**src/rtl/bus_arbiter.sv**
```systemverilog
// Round-robin bus arbiter: registered one-hot grants, a per-tenure hold limit
// that forces a timeout, and a per-requester mask. The mask keeps a
// timed-out controller off the bus until it drops and re-raises its request.
module bus_arbiter #(
  parameter int N_REQ    = 4,
  parameter int MAX_HOLD = 64
) (
  input  logic                     BUS_CLK,
  input  logic                     RST,
  input  logic [N_REQ-1:0]         BR,
  output logic [N_REQ-1:0]         BG,
  output logic [$clog2(N_REQ)-1:0] GRANT_ID,
  output logic                     BUS_BUSY,
  output logic                     TIMEOUT
);
  localparam int IW = $clog2(N_REQ);
  localparam logic [7:0]       HOLD_LAST = 8'(MAX_HOLD - 1);
  localparam logic [N_REQ-1:0] ONE       = N_REQ'(1);

  typedef enum logic [1:0] {IDLE, GRANT, TURN} state_t;

  state_t           state_q;
  logic [IW-1:0]    ptr_q;
  logic [IW-1:0]    owner_q;
  logic [7:0]       hold_q;
  logic [N_REQ-1:0] mask_q;

  logic [N_REQ-1:0] elig;
  logic             any_elig;
  logic [IW-1:0]    win_id;
  logic [IW-1:0]    idx;
  logic             found;

  // Pick the first eligible requester, starting the search at ptr_q.
  always_comb begin
    elig     = BR & ~mask_q;
    any_elig = |elig;
    win_id   = '0;
    idx      = '0;
    found    = 1'b0;
    for (int k = 0; k < N_REQ; k++) begin
      idx = IW'((int'(ptr_q) + k) % N_REQ);
      if (!found && elig[idx]) begin
        found  = 1'b1;
        win_id = idx;
      end
    end
  end

  // Arbitration FSM. All outputs are flops, so BR has no combinational path
  // to any output.
  always_ff @(posedge BUS_CLK or negedge RST) begin
    if (!RST) begin
      state_q  <= IDLE;
      BG       <= '0;
      GRANT_ID <= '0;
      BUS_BUSY <= 1'b0;
      TIMEOUT  <= 1'b0;
      ptr_q    <= '0;
      owner_q  <= '0;
      hold_q   <= '0;
      mask_q   <= '0;
    end else begin
      TIMEOUT <= 1'b0;
      // A mask bit clears as soon as its request is seen low.
      mask_q  <= mask_q & BR;
      case (state_q)
        IDLE, TURN: begin
          if (any_elig) begin
            state_q  <= GRANT;
            BG       <= ONE << win_id;
            GRANT_ID <= win_id;
            BUS_BUSY <= 1'b1;
            owner_q  <= win_id;
            ptr_q    <= win_id + IW'(1);
            hold_q   <= '0;
          end else begin
            state_q  <= IDLE;
            BG       <= '0;
            GRANT_ID <= '0;
            BUS_BUSY <= 1'b0;
          end
        end
        GRANT: begin
          if (!BR[owner_q] || hold_q == HOLD_LAST) begin
            // A release takes priority over the hold limit, so an owner that
            // drops on the limit cycle is neither flagged nor masked.
            state_q  <= TURN;
            BG       <= '0;
            GRANT_ID <= '0;
            BUS_BUSY <= 1'b0;
            if (BR[owner_q]) begin
              TIMEOUT <= 1'b1;
              mask_q  <= (mask_q & BR) | (ONE << owner_q);
            end
          end else begin
            hold_q <= hold_q + 8'd1;
          end
        end
        default: state_q <= IDLE;
      endcase
    end
  end
endmodule

```
**config.mk**
```make
export PLATFORM = sky130hd
export DESIGN_NAME = bus_arbiter
export DESIGN_NICKNAME = d
export VERILOG_FILES = /design/src/rtl/bus_arbiter.sv
export SDC_FILE = /design/constraint.sdc
export NUM_CORES = 1
export LEC_CHECK = 0
export BUFFER_PORTS_ARGS = -buffer_cell sky130_fd_sc_hd__buf_4
export CORE_MARGIN = 8
export CORE_UTILIZATION = 31
export DETAILED_ROUTE_END_ITERATION = 10
export GPL_ROUTABILITY_DRIVEN = 0
export PLACE_DENSITY_LB_ADDON = 0.1
export SLEW_MARGIN = 20
export SYNTH_ARGS = -nofsm -noshare
export SYNTH_HDL_FRONTEND = slang
export SYNTH_SLANG_ARGS = --single-unit
```
**constraint.sdc**
```tcl
create_clock -name BUS_CLK -period 2.2 [get_ports BUS_CLK]
set_input_delay 0.11 -clock BUS_CLK [delete_from_list [all_inputs] [get_ports BUS_CLK]]
set_output_delay 0.11 -clock BUS_CLK [all_outputs]
set_load 0.05 [all_outputs]
```
==> flow_metrics.tcl <==
set metrics [dict create \
    status "finished, final reports clean" \
    clkTransAtPathRegs_ns 0.09 \
    intPower_mw 1.06 \
    insertion_delay_ns 0.27 \
    firstDrtPassIters 4 \
    p_seq_share_pct 39.1 \
    setup_viol 0 \
    wl_um 2550 \
    vdd_drop_max_v 0.000649 \
    synth_fa_ha_area_share_pct 1.04 \
    max_freq_mhz 561 \
    ant_nets 0 \
    dieArea_um2 6140 \
    yosys.area_share.simple_pct 15.0 \
    clock_skew_ns 0.00745 \
    via_per_inst 5.09 \
    synth_seq_area_share_pct 54.0 \
    max_slew.worst_pin.slew_ns 0.362 \
    initial_utilization_pct 32.7 \
    drc 0 \
    mostFrequentLayoutCells "dfrtp_1 (26), buf_4 (16), inv_1 (7), nor2_1 (7), a32o_1 (6)" \
    fin_setup_tns_ns 0 \
    period_minus_slack_ns 1.78 \
    cts_tree "yes" \
    syn_area_um2 1200 \
    synth-async-reset-ratio_pct 100 \
    vias 885 \
    diodes 0 \
    hpwlAfterDp_um 1880 \
    synth_xor_area_share_pct 2.18 \
    io_buffers 13 \
    power_density_nw_per_um2 1260 \
    crit_required_ns 2.36 \
    die_width_um 78.3 \
    cts.sinks 26 \
    grt_overflow 0 \
    synth_compound_area_share_pct 21.9 \
    rrSetupSlack_ns 0.42 \
    syn_nets 114 \
    fin_crit_sh_pct 81.0 \
    p_comb_share_pct 43.8 \
    critPathLaunchType "register" \
    ys_types 38 \
    wl_per_cell_um 14.7 \
    cp_data_arrival_time_ns 1.94 \
    end_kind "register" \
    avgSynthCellArea_um2 11.3 \
    die_y_um 78.3 \
    antenna_found_initial 0 \
    clock_path_buffers 2 \
    hold_ws_ns 0.0739 \
    cpPeakStageDelay_ns 0.56 \
    rsz0062_at_grt "no" \
    sw_frac_of_total_pct 41.5 \
    slew_headroom_pct 75.8 \
    synth_top_family_by_area "compound AO/OA/AOI/OAI gates" \
    synth_ff_type "dfrtp_1" \
    grt_start_max_net_pins 27 \
    synth_enable_flop_cells 0 \
    initialDrtViolationCount 70 \
    leakage_nw 0.664 \
    core.rowCount 22 \
    hp-class "input port to register" \
    yosys_warnings 0 \
    maxSlewViolCount 0 \
    grt_pass1_vias 920 \
    syn-instance-count 107 \
    power_mw 1.82 \
    synth.area.mux_share_pct 2.70 \
    drv_cap 0 \
    slowest_stage "mux4_2" \
    ios 14 \
    nNetsFinal 134 \
    p_clk_share_pct 17.1 \
    grtUsageTotal_pct 8.77 \
    cp_cell_sequence "mux4_2 -> nor2b_1 -> o21a_1 -> a22o_1" \
    core-area_um2 3690 \
    htree_num_levels 1 \
    postCtsSetupBuffers 0 \
    ys_ff_latch 26 \
    grt_pass1_wl_um 4420 \
    numCtsBuffers 3 \
    critPathKind "register to register" \
    root_buffer "clkbuf_8" \
    p_sw_mw 0.754 \
    area_growth_pct 19.3 \
    cp_max_fo 7 \
    hold_viol 0 \
    final_common_cell "dfrtp_1" \
    drive_gt1_share_pct 21.4 \
]
==> final timing paths <==
kind                              from           to  depth (start not counted)
min                              BR[3]    mask_q[3]                          2
min in group asynchronous          RST    mask_q[2]                          2
max                         owner_q[1]  GRANT_ID[1]                          4
max in group asynchronous          RST    mask_q[3]                          2
min reg2reg                GRANT_ID[0]  GRANT_ID[0]                          1
max reg2reg                 owner_q[1]  GRANT_ID[1]                          4
==> metrics by stage <==
step / cells / cell area [um^2] / setup WS [ns] / utilization (%)
finish: 174 / 1440 / 0.418 / 39.0
global route: 174 / 1440 / 0.323 / 39.0
CTS: 174 / 1440 / 0.410 / 39.0
detailed placement: 169 / 1370 / 0.432 / 37.2
global placement: 169 / 1370 / 0.445 / 37.2
floorplan: 107 / 1200 / 0.559 / -
==> critical path, delay by kind of cell (launching register included) <==
family,cells,cell delay (ns)
AOI/OAI and AO/OA,2,0.53
DFF,1,0.41
muxes,1,0.56
and+or+nand+nor,1,0.17
==> logic make-up after synthesis <==
family / count (synthesis)
fa+ha+maj: 1
mux: 2
xor+xnor: 3
flops: 26
simple gates: 33
compound gates: 33
buf+inv: 9
==> sequential cells by signal, indices dropped and copies added (netlist names) <==
register	count
owner_q	2
BG	4
hold_q	8
state_q	2
mask_q	4
ptr_q	2
TIMEOUT	1
GRANT_ID	2
BUS_BUSY	1
==> power groups by stage <==
stage          Clock [mW]  Combinational [mW]  Sequential (mW)
2_1_floorplan           0               0.395            0.875
3_3_place_gp            0               0.797            0.717
6_report            0.311               0.796            0.710
4_1_cts             0.320               0.812            0.711
3_5_place_dp            0               0.812            0.716
5_1_grt             0.342               0.871            0.728
==> synthesized netlist by cell type (all sizes together), types with 2 or more instances <==
| master | instances | area share (%) |
|---|---|---|
| o31ai | 3 | 1.9 |
| o211ai | 3 | 1.9 |
| a21o | 4 | 2.5 |
| a22o | 3 | 2.2 |
| buf | 2 | 1.0 |
| nor2 | 7 | 2.2 |
| dfrtp | 26 | 54 |
| nor3 | 2 | 0.83 |
| nand3 | 5 | 2.5 |
| nor2b | 5 | 2.6 |
| nand2b | 3 | 1.6 |
| inv | 7 | 2.2 |
| nand2 | 6 | 2.1 |
| a21oi | 2 | 0.83 |
| xnor2 | 2 | 1.5 |
| a32o | 6 | 5.0 |
| o21ai | 4 | 2.0 |
==> layout make-up <==
class / instances / area [um^2]
timing repair buffer: 17 / 130
clock buffer: 4 / 55.1
inverter: 7 / 26.3
tap: 48 / 60.1
sequential: 26 / 651
multi-input combinational: 72 / 515
fill: 387 / 2250
==> repair_timing <==
action / CTS / global route
hold endpoints to repair: 26 / 0
resized for setup: 0 / 0
hold buffers: 1 / 0
==> per-layer routing <==
metal	up-vias	GRT usage, %	wire length (um)
li1	434	-	-
met1	423	12.2	1340
met2	23	12.5	1050
met3	5	2.39	125
met4	0	3.33	32
met5	-	0	0
(Power assumes the default switching activity.)
